**config.mk**
```make
export PLATFORM = sky130hd
export DESIGN_NAME = stopwatch_ctrl
export DESIGN_NICKNAME = d
export VERILOG_FILES = /design/src/rtl/stopwatch_pkg.sv /design/src/rtl/stopwatch_tick_gen.sv /design/src/rtl/stopwatch_ctrl.sv
export SDC_FILE = /design/constraint.sdc
export NUM_CORES = 1
export LEC_CHECK = 0
export ABC_CLOCK_PERIOD_IN_PS = 2000
export CELL_PAD_IN_SITES_DETAIL_PLACEMENT = 0
export CELL_PAD_IN_SITES_GLOBAL_PLACEMENT = 2
export CORE_MARGIN = 1.5
export CORE_UTILIZATION = 32
export DETAILED_ROUTE_END_ITERATION = 10
export PLACE_DENSITY = 0.71
export SLEW_MARGIN = 20
export SYNTH_ARGS = -nofsm -noshare
export SYNTH_HDL_FRONTEND = slang
export SYNTH_SLANG_ARGS = --single-unit
```
**constraint.sdc**
```tcl
create_clock -name clk -period 2 [get_ports clk]
set_input_delay 0.4 -clock clk [delete_from_list [all_inputs] [get_ports clk]]
set_output_delay 0.4 -clock clk [all_outputs]
set_load 0.05 [all_outputs]
```
**src/rtl/stopwatch_pkg.sv**
```systemverilog
// Shared definitions for the stopwatch run/stop/clear sequencer.
package stopwatch_pkg;

    localparam int unsigned STATE_W = 2;

    typedef enum logic [STATE_W-1:0] {
        ST_IDLE  = 2'd0,
        ST_RUN   = 2'd1,
        ST_STOP  = 2'd2,
        ST_CLEAR = 2'd3
    } state_t;

    // Counter width needed to hold 0..div-1 (div >= 2).
    function automatic int unsigned cnt_width(input int unsigned div);
        return (div <= 2) ? 1 : $clog2(div);
    endfunction

endpackage

```
**src/rtl/stopwatch_tick_gen.sv**
```systemverilog
// Base tick prescaler: counts enabled cycles 0..DIV-1 and emits a registered
// one-cycle tick on the cycle after the count reaches DIV-1.
module stopwatch_tick_gen
    import stopwatch_pkg::*;
#(
    parameter int unsigned DIV = 10
) (
    input  logic clk,
    input  logic rst,
    input  logic i_en,
    input  logic i_clr,
    output logic o_tick
);

    localparam int unsigned            CNT_W    = cnt_width(DIV);
    localparam logic [CNT_W-1:0]       CNT_LAST = CNT_W'(DIV - 1);

    logic [CNT_W-1:0] r_cnt;
    logic             r_tick;
    logic             w_last;

    assign w_last = (r_cnt == CNT_LAST);

    // Prescaler and tick register: clear wins, count only when enabled, hold otherwise.
    always_ff @(posedge clk or posedge rst) begin
        if (rst) begin
            r_cnt  <= '0;
            r_tick <= 1'b0;
        end else if (i_clr) begin
            r_cnt  <= '0;
            r_tick <= 1'b0;
        end else if (i_en) begin
            r_tick <= w_last;
            r_cnt  <= w_last ? '0 : r_cnt + 1'b1;
        end else begin
            r_tick <= 1'b0;
        end
    end

    assign o_tick = r_tick;

endmodule

```
**src/rtl/stopwatch_ctrl.sv**
```systemverilog
// Stopwatch run/stop/clear sequencer: turns debounced button pulses into a
// gated base tick and a one-cycle clear for the counter chain.
// Optional lap hold register enabled by defining STOPWATCH_LAP_EN.
module stopwatch_ctrl
    import stopwatch_pkg::*;
#(
    parameter int unsigned CLK_HZ  = 100_000_000,
    parameter int unsigned TICK_HZ = 100
) (
    input  logic               clk,
    input  logic               rst,
    input  logic               i_btn_run,
    input  logic               i_btn_clear,
    input  logic               i_btn_lap,
    output logic               o_tick,
    output logic               o_clear,
    output logic               o_running,
    output logic               o_lap_hold,
    output logic [STATE_W-1:0] o_state
);

    localparam int unsigned DIV = CLK_HZ / TICK_HZ;

    state_t r_state;
    state_t w_next;
    logic   w_tick_en;
    logic   w_tick_clr;

    // State register.
    always_ff @(posedge clk or posedge rst) begin
        if (rst) begin
            r_state <= ST_IDLE;
        end else begin
            r_state <= w_next;
        end
    end

    // Next-state logic; in STOP a simultaneous clear beats run.
    always_comb begin
        w_next = r_state;
        unique case (r_state)
            ST_IDLE: begin
                if (i_btn_run) begin
                    w_next = ST_RUN;
                end else if (i_btn_clear) begin
                    w_next = ST_CLEAR;
                end
            end
            ST_RUN: begin
                if (i_btn_run) begin
                    w_next = ST_STOP;
                end
            end
            ST_STOP: begin
                if (i_btn_clear) begin
                    w_next = ST_CLEAR;
                end else if (i_btn_run) begin
                    w_next = ST_RUN;
                end
            end
            ST_CLEAR: w_next = ST_IDLE;
            default:  w_next = ST_IDLE;
        endcase
    end

    // Moore output decode from the state register.
    always_comb begin
        o_running  = (r_state == ST_RUN);
        o_clear    = (r_state == ST_CLEAR);
        o_state    = r_state;
        w_tick_en  = (r_state == ST_RUN);
        w_tick_clr = (r_state == ST_IDLE) || (r_state == ST_CLEAR);
    end

    stopwatch_tick_gen #(
        .DIV (DIV)
    ) u_tick_gen (
        .clk    (clk),
        .rst    (rst),
        .i_en   (w_tick_en),
        .i_clr  (w_tick_clr),
        .o_tick (o_tick)
    );

`ifdef STOPWATCH_LAP_EN
    logic r_lap_hold;

    // Lap hold: toggled by lap in RUN, dropped on the edge that enters CLEAR.
    always_ff @(posedge clk or posedge rst) begin
        if (rst) begin
            r_lap_hold <= 1'b0;
        end else if (w_next == ST_CLEAR) begin
            r_lap_hold <= 1'b0;
        end else if ((r_state == ST_RUN) && i_btn_lap) begin
            r_lap_hold <= ~r_lap_hold;
        end
    end

    assign o_lap_hold = r_lap_hold;
`else
    logic w_unused_lap;

    assign w_unused_lap = i_btn_lap;
    assign o_lap_hold   = 1'b0;
`endif

endmodule

```
* Yosys cells after proc, flatten, opt, wreduce, memory -nomap -nowiden
Cells that the tools add are included.
** Word-level totals
- Logic and storage cells :: 26
- Register bits after elaboration :: 23
- Output and inout bits :: 6
- Bits of input ports :: 5
** Operators by class
- Mux-type cells :: 11
- Add/sub/neg operators :: 1
- Reduce and logical (&&, ||, !) cells :: 4
- Eq/ne operators :: 7
** Operators by type and width (number)
- $mux 20 :: 3
- $add 20x1->20 const B :: 1
- $eq 20x20->1 const B :: 1
- $mux 2 :: 5
- $pmux 2 s4 :: 1
- $ne 3x3->1 const B :: 2
- $eq 2x2->1 const B :: 2
- $reduce_and 3->1 :: 1
- $eq 2x1->1 const B :: 1
- $logic_not 2->1 :: 1
- $mux 1 :: 2
- $ne 2x2->1 const B :: 1
- $reduce_bool 2->1 :: 1
- $logic_or 1x1->1 :: 1

* Logic depth before layout (Yosys ltp)
Gate-level depths: netlist of run 1.
- Depth after elaboration :: 4
- Gate-level depth with buffers :: 7
- Gate-level depth less buffers :: 6

* Cells and area by module
From an unflattened synthesis of run 1, not the netlist that was laid out.
** Second synthesis, totals
- Cells, all modules :: 143
- Area total of the unflattened synthesis :: 1322.5 µm²
** By module, submodules not included
- stopwatch_tick_gen :: times used 1, cells each 119, area each 1112.3 µm², seq. area each 525.5 µm²
- stopwatch_ctrl :: times used 1, cells each 24, area each 210.2 µm², seq. area each 50.0 µm²

* Least setup slack after synthesis of run 1
Ideal clock, no wire load.
- Path type :: reg2reg
- From :: register r_state[0] (netlist: o_state[0])
- To :: register u_tick_gen.r_cnt[17]
- Library setup time :: 0.140 ns
- Clock period less this slack :: 2.135 ns
- Path buffers :: 1
- Arrival time :: 1.995 ns
- Setup slack :: -0.135 ns
- Required time :: 1.860 ns
- Cell stages (with the launch flop) :: 8
- Cells stage by stage :: dfrtp_1 > inv_1 > ha_1 > nand2b_1 > clkbuf_1 > nor2_1 > a32oi_1 > o21ai_0
** On the way
- Cells in the longest elaborated chain, start to end :: 3
- Elaborated cells on any way between the ends :: 6
- Classes of those cells :: 2 x eq/ne; 1 x mux; 3 x reduce/logical
** RTL lines
- from (decl) :: RTL line stopwatch_ctrl.sv:24 : state_t r_state;
- from (signal assigned) :: RTL line stopwatch_ctrl.sv:34 : r_state <= w_next;
- $eq 2x2->1 / $logic_not 2->1 (equally long branches) :: RTL line stopwatch_ctrl.sv:72 : w_tick_clr = (r_state == ST_IDLE) || (r_state == ST_CLEAR);
- $logic_or 1x1->1 :: RTL line stopwatch_ctrl.sv:72
- $mux 20 / $reduce_bool 2->1 (equally long branches)
- to (signal assigned) :: RTL line stopwatch_tick_gen.sv:34 : r_cnt <= w_last ? '0 : r_cnt + 1'b1;
- to (decl) :: RTL line stopwatch_tick_gen.sv:18 : logic [CNT_W-1:0] r_cnt;
Several ways; a longest one is shown, not always the timed one.
A chain may end at the register's enable or synchronous reset.

* Final worst setup path of run 1
- From :: register u_tick_gen.r_cnt[7]
- To :: register u_tick_gen.r_cnt[5]
** On the way
- Cells in the longest elaborated chain, start to end :: 4
** RTL lines
- $eq 20x20->1 :: RTL line stopwatch_tick_gen.sv:22 : assign w_last = (r_cnt == CNT_LAST);
- $mux 20 :: RTL line stopwatch_tick_gen.sv:34
- $mux 20 :: RTL line stopwatch_tick_gen.sv:32 : end else if (i_en) begin
- $mux 20 :: RTL line stopwatch_tick_gen.sv:29 : end else if (i_clr) begin
Every way passes these cells. The select of a mux whose other input is x is not followed.

==> flow_summary.toml, run 1 <==
[die]
core-area_um2 = 4320
row_count = 24
die_x_um = 70.0
pin_count = 11
die_h_um = 70.0
fp.dieArea_um2 = 4900
start_util_pct = 33.2

[sta]
slew_viol_final = 0
rsz0062_at_grt = "yes"
setup_viol = 1
final_hold_viol_count = 0
finalSetupTns_ns = -0.0242
fin_crit_sh_pct = 101
finClkSkew_ns = 0.00188
fmax_ghz = 0.494
fin_crit_ns = 2.02
slew_headroom_pct = 65.3
worstMarginPinSlew_ns = 0.515
fin_ws_ns = -0.0242

[clock_network]
clk_path_buf_depth = 2
cts-root-buf = "clkbuf_8"
clkTransAtPathRegs_ns = 0.09
clkLatencyLatePin_ns = 0.27
cts_tree = "yes"
cts_sinks = 23
htree_levels = 1
cts_hold_buf = 0
numCtsBuffers = 3

[drt]
drc_errors = 0
dr.pass1.iters = 4
drt_wl_total_um = 3620
vias_per_cell = 5.53
wl_per_cell_um = 15.4
drt-initial-drc-count = 85
final_antenna_net_count = 0
vias = 1305

[power]
total_power_mw = 1.97
clockPowerShare_pct = 15.6
leakagePower_nw = 0.723
vdd.ir_drop.worst_v = 0.000564
power_frac_seq_pct = 28.8
switching_share_pct = 45.0
p_sw_mw = 0.885
p_per_area_nw_per_um2 = 1130
p_int_mw = 1.08
comb_power_share_pct = 55.6

[finish]
drive_gt1_share_pct = 20.7
final_core_utilization_pct = 40.1
syn_to_final_growth_pct = 20.6
fin_nets = 196
diodes = 0

[grt]
grt_pass1_vias = 1227
grt_usage_pct = 15.8
grt-ovfl-total = 0
grt_pass1_wl_um = 6130
antenna_found_initial = 0
grt_max_degree = 25

[yosys]
async_flop_share_pct = 100
synth_cell_types = 41
postSynthAreaPerCell_um2 = 8.93
synth_nets = 172
synth-seq-cells = 23
synth_edf_count = 0
ys_warn_count = 0
synthesis.area_um2 = 1440
ys_seq_area_share_pct = 40.0
synthCells = 161
synth_ff_type = "dfrtp_1"

[job]
cap_violations = 0

[critical_path]
cp_top_family = "simple AND/OR/NAND/NOR gates"
crit_arrival_ns = 2.19
cp_max_fo = 8
crit_chain = "or4b_1 -> or4_4 -> o21a_4 -> a311o_1"
critPathLaunchType = "register"
required_ns = 2.16
worstSetupPathType = "register to register"
path_buf_inv = 0
crit_slowest_cell = "or4b_1"
endpoint_kind = "register"
critPathMaxStageDelay_ns = 0.53

[outcome]
status = "finished, violations left"
violations = "setup timing"

[place]
dpl.hpwl_um = 2620
place.gp.congestion = 0.797
io_buffers = 8

[hold_path]
min-delay-path-class = "input pin to asynchronous set/reset pin"
==> flip-flops by register name, summed over array words and instances (netlist names) <==
register           cells
u_tick_gen.r_cnt      20
u_tick_gen.o_tick      1
o_state                2
==> through the flow <==
step / hold WS (ns) / setup WS (ns) / cell area [µm²] / instances
4_1_cts: 0.481 / -0.0234 / 1730 / 236
6_report: 0.466 / -0.0242 / 1730 / 236
5_1_grt: 0.512 / -0.0651 / 1730 / 236
3_5_place_dp: 0.570 / -0.00991 / 1690 / 232
2_1_floorplan: 0.402 / -0.0550 / 1440 / 161
3_3_place_gp: 0.545 / -0.0120 / 1690 / 232
==> repair_timing <==
action,4_1_cts,5_1_grt
pin swaps,0,0
gates resized for setup,0,0
endpoints found under the setup margin,1,2
setup buffers,0,0
==> per-layer routing <==
| metal | part of all wire [%] | vias to the layer above | track usage, % | routed length, µm |
|---|---|---|---|---|
| met1 | 51 | 641 | 22.5 | 1850 |
| met3 | 1.7 | 5 | 2.16 | 63 |
| li1 | - | 651 | - | - |
| met4 | 1.4 | 0 | 5.13 | 49 |
| met2 | 46 | 8 | 24.8 | 1660 |
| met5 | 0 | - | 0 | 0 |
==> synth_stat cells (2+ instances only) <==
cell	number	share of area (%)
a22oi_1	2	1.0
mux2i_1	2	1.4
inv_1	6	1.6
o21ai_0	10	3.5
ha_1	6	5.2
buf_4	2	1.0
and4_1	2	1.2
nand2b_1	4	1.7
o31ai_1	11	5.7
a21oi_1	6	2.1
nor2_1	8	2.1
nand4_1	7	3.0
nand3_1	8	2.8
nor4_1	3	1.3
clkbuf_1	4	1.0
dfrtp_1	23	40
nor3_1	5	1.7
and3_1	3	1.3
a31o_2	7	4.3
nand2_1	20	5.2
a32oi_1	2	1.2
==> path summary, 6_finish.rpt <==
kind / startpoint / end / slack (ns) / cells after the start
min in group clk: u_tick_gen.r_cnt[6] / u_tick_gen.r_cnt[6] / 0.59 / 2
min reg2reg: u_tick_gen.r_cnt[6] / u_tick_gen.r_cnt[6] / 0.59 / 2
max in group asynchronous: rst / o_state[1] / 1.28 / 3
min: rst / o_state[0] / 0.47 / 3
max: u_tick_gen.r_cnt[7] / u_tick_gen.r_cnt[5] / -0.02 / 4
max reg2reg: u_tick_gen.r_cnt[7] / u_tick_gen.r_cnt[5] / -0.02 / 4
==> layout by cell type, fill, tap and decap left out, types with 3 or more instances in the layout <==
cell type         n
dfrtp_1          21
o31ai_1          11
nor2_1            8
clkbuf_8          3
nor3_1            5
nand2b_1          4
a21oi_1           6
o21ai_0          10
nor4_1            3
and3_1            3
buf_4            20
ha_1              6
a31o_2            7
nand4_1           7
clkdlybuf4s50_1   6
nand3_1           8
nand2_1          20
inv_1             6
==> tightest hold or removal path: stages <==
cell,delay [ns]
clkdlybuf4s50_1,0.39
inv_1,0.05
buf_4,0.29
==> cell type report <==
type / instances / area [µm²]
repair buffers: 27 / 230
multi-input cells: 124 / 793
flip-flops and latches: 23 / 578
fillers: 475 / 2590
inverters: 6 / 22.5
clock buffers: 4 / 45.0
well taps: 52 / 65.1
==> power groups by stage <==
stage / registers (mW) / clock network [mW] / logic (mW)
after floorplan: 0.644 / 0 / 0.588
after global placement: 0.571 / 0 / 1.09
after detailed placement: 0.575 / 0 / 1.10
after CTS: 0.566 / 0.320 / 1.10
after global routing: 0.580 / 0.344 / 1.20
final: 0.568 / 0.307 / 1.09
==> logic make-up (layout without fill, tap and decap cells) <==
family / Yosys count / count (layout) / share of synthesized area (%)
buffers and inverters: 14 / 37 / 4.79
adder cells (fa/ha/maj): 6 / 6 / 5.22
other: 1 / 1 / 0.261
AND/OR/NAND/NOR: 69 / 69 / 25.8
flip-flops: 23 / 23 / 40.0
AO/OA/AOI/OAI: 46 / 46 / 22.5
multiplexers: 2 / 2 / 1.39
(Power assumes the default switching activity.)
==> inputs of run 2 (changes only) <==
- ABC_CLOCK_PERIOD_IN_PS: 2000 -> default
- CORE_UTILIZATION: 32 -> 36
- PLACE_DENSITY: 0.71 -> 0.76
- clock period: 2 -> 1.9 ns (I/O delays scaled with it)
==> flow_summary.toml, run 2 (same netlist as run 1, synthesis figures left out) <==
[drt]
top_layer = "met4"
dr.pass1.iters = 4
dr_wl_met3_um = 103
wl_per_cell_um = 15.6
vias = 1331
route.met2.wl_um = 1750
m1WireLength_um = 1800
drt-initial-drc-count = 119
vias_per_cell = 5.59
drt_wl_total_um = 3710
final_antenna_net_count = 0
drc_errors = 0

[finish]
syn_to_final_growth_pct = 23.1
finalInstanceArea_um2 = 1770
layout_commonest_cell = "buf_4"
drive_gt1_share_pct = 24.2
diodes = 0
final_core_utilization_pct = 47.3
largest_register_ffs = 20
fillers = 392
top_register = "u_tick_gen.r_cnt"
fin_nets = 202
mostFrequentLayoutCells = "28 x buf_4, 21 x dfrtp_1, 20 x nand2_1"

[sta]
timing.hold.ws_ns = 0.445
fin_ws_ns = -0.128
slew_viol_final = 0
setup_viol = 15
final_hold_viol_count = 0
rsz0062_at_grt = "yes"
finClkSkew_ns = 0.00414
worstMarginPinSlew_ns = 0.566
fin_crit_sh_pct = 107
fin_crit_ns = 2.03
slew_headroom_pct = 61.9
fmax_ghz = 0.493

[grt]
grt_max_degree = 24
grt-ovfl-total = 0
grt_pass1_vias = 1308
grt_pass1_wl_um = 6370
antenna_found_initial = 0
grt_usage_pct = 19.3

[critical_path]
crit_arrival_ns = 2.19
required_ns = 2.06
cp_top_family = "simple AND/OR/NAND/NOR gates"
critPathLaunchType = "register"
cp_max_fo = 8
path_buf_inv = 0
critPathMaxStageDelay_ns = 0.51
endpoint_kind = "register"
worstSetupPathType = "register to register"
crit_chain = "or4b_1 -> or4_4 -> o21a_4 -> a311o_1"
crit_slowest_cell = "or4b_1"

[power]
p_sw_mw = 0.945
clockPowerShare_pct = 15.7
p_per_area_nw_per_um2 = 1180
p_int_mw = 1.15
switching_share_pct = 45.2
comb_power_share_pct = 55.9
vdd.ir_drop.worst_v = 0.000913
leakagePower_nw = 0.759
total_power_mw = 2.09
power_frac_seq_pct = 28.4

[die]
fp.dieArea_um2 = 4380
pin_count = 11
core-area_um2 = 3740
row_count = 22
start_util_pct = 38.4
die_h_um = 66.2
die_x_um = 66.2

[place]
place_worst_setup_slack_ns = -0.116
io_buffers = 8
dpl.hpwl_um = 2660
dpl_cell_area_um2 = 1720
place.gp.congestion = 0.772

[clock_network]
clkTransAtPathRegs_ns = 0.09
cts_tree = "yes"
clkLatencyLatePin_ns = 0.28
clk_path_buf_depth = 2
cts_hold_buf = 0
cts-root-buf = "clkbuf_8"
htree_levels = 1
numCtsBuffers = 3
cts_sinks = 23

[outcome]
violations = "setup timing"
status = "finished, violations left"

[job]
cap_violations = 0

[hold_path]
min-delay-path-class = "input pin to asynchronous set/reset pin"
==> run 2: cell types whose count changed in the layout (fill, tap and decap cells not counted) <==
cell             before  now
clkdlybuf4s50_1       6    4
buf_4                20   28
==> run 2: cell type report <==
cell class / instances / area [µm²] / area share (%)
Clock buffer: 4 / 45.0 / 2.55
Inverter: 6 / 22.5 / 1.27
Multi-Input combinational cell: 124 / 793 / 44.8
Sequential cell: 23 / 578 / 32.7
Tap cell: 48 / 60.1 / 3.39
Timing Repair Buffer: 33 / 270 / 15.3
==> run 2: stage by stage <==
step                      cells  setup TNS [ns]
final                       238          -0.692
after global routing        238           -1.76
after CTS                   237          -0.731
after detailed placement    233          -0.530
after global placement      233          -0.511
after floorplan             161           -1.66
==> run 2: power by group through the flow <==
| stage | clock, mW | sequential, mW | combinational, mW |
|---|---|---|---|
| 2_1_floorplan | 0 | 0.678 | 0.619 |
| 3_3_place_gp | 0 | 0.597 | 1.14 |
| 3_5_place_dp | 0 | 0.604 | 1.18 |
| 4_1_cts | 0.332 | 0.595 | 1.17 |
| 5_1_grt | 0.350 | 0.604 | 1.29 |
| 6_report | 0.328 | 0.595 | 1.17 |
==> run 2: metal layers <==
metal | vias to the layer above | global-route usage [%]
met5 | - | 0
met3 | 5 | 2.04
met2 | 17 | 31.3
met1 | 649 | 26.4
li1 | 660 | -
met4 | 0 | 7.40
==> run 2: worst paths after layout <==
path / endpoint / cells past startpoint / slack, ns / start
setup / recovery: u_tick_gen.r_cnt[5] / 4 / -0.13 / u_tick_gen.r_cnt[7]
hold / removal: u_tick_gen.r_cnt[1] / 3 / 0.45 / rst
setup reg to reg: u_tick_gen.r_cnt[5] / 4 / -0.13 / u_tick_gen.r_cnt[7]
hold reg to reg: u_tick_gen.r_cnt[19] / 2 / 0.59 / u_tick_gen.r_cnt[19]
max in group asynchronous: o_state[0] / 3 / 1.20 / rst
min in group clk: u_tick_gen.r_cnt[19] / 2 / 0.59 / u_tick_gen.r_cnt[19]
==> run 2: timing repair <==
action,4_1_cts,5_1_grt
pin swaps,1,0
setup endpoints to repair,15,17
buffers inserted,0,1
gates resized for setup,0,0
==> run 2: worst min-delay path, stage by stage <==
cell	delay, ns
clkdlybuf4s50_1	0.40
inv_1	0.05
buf_4	0.30
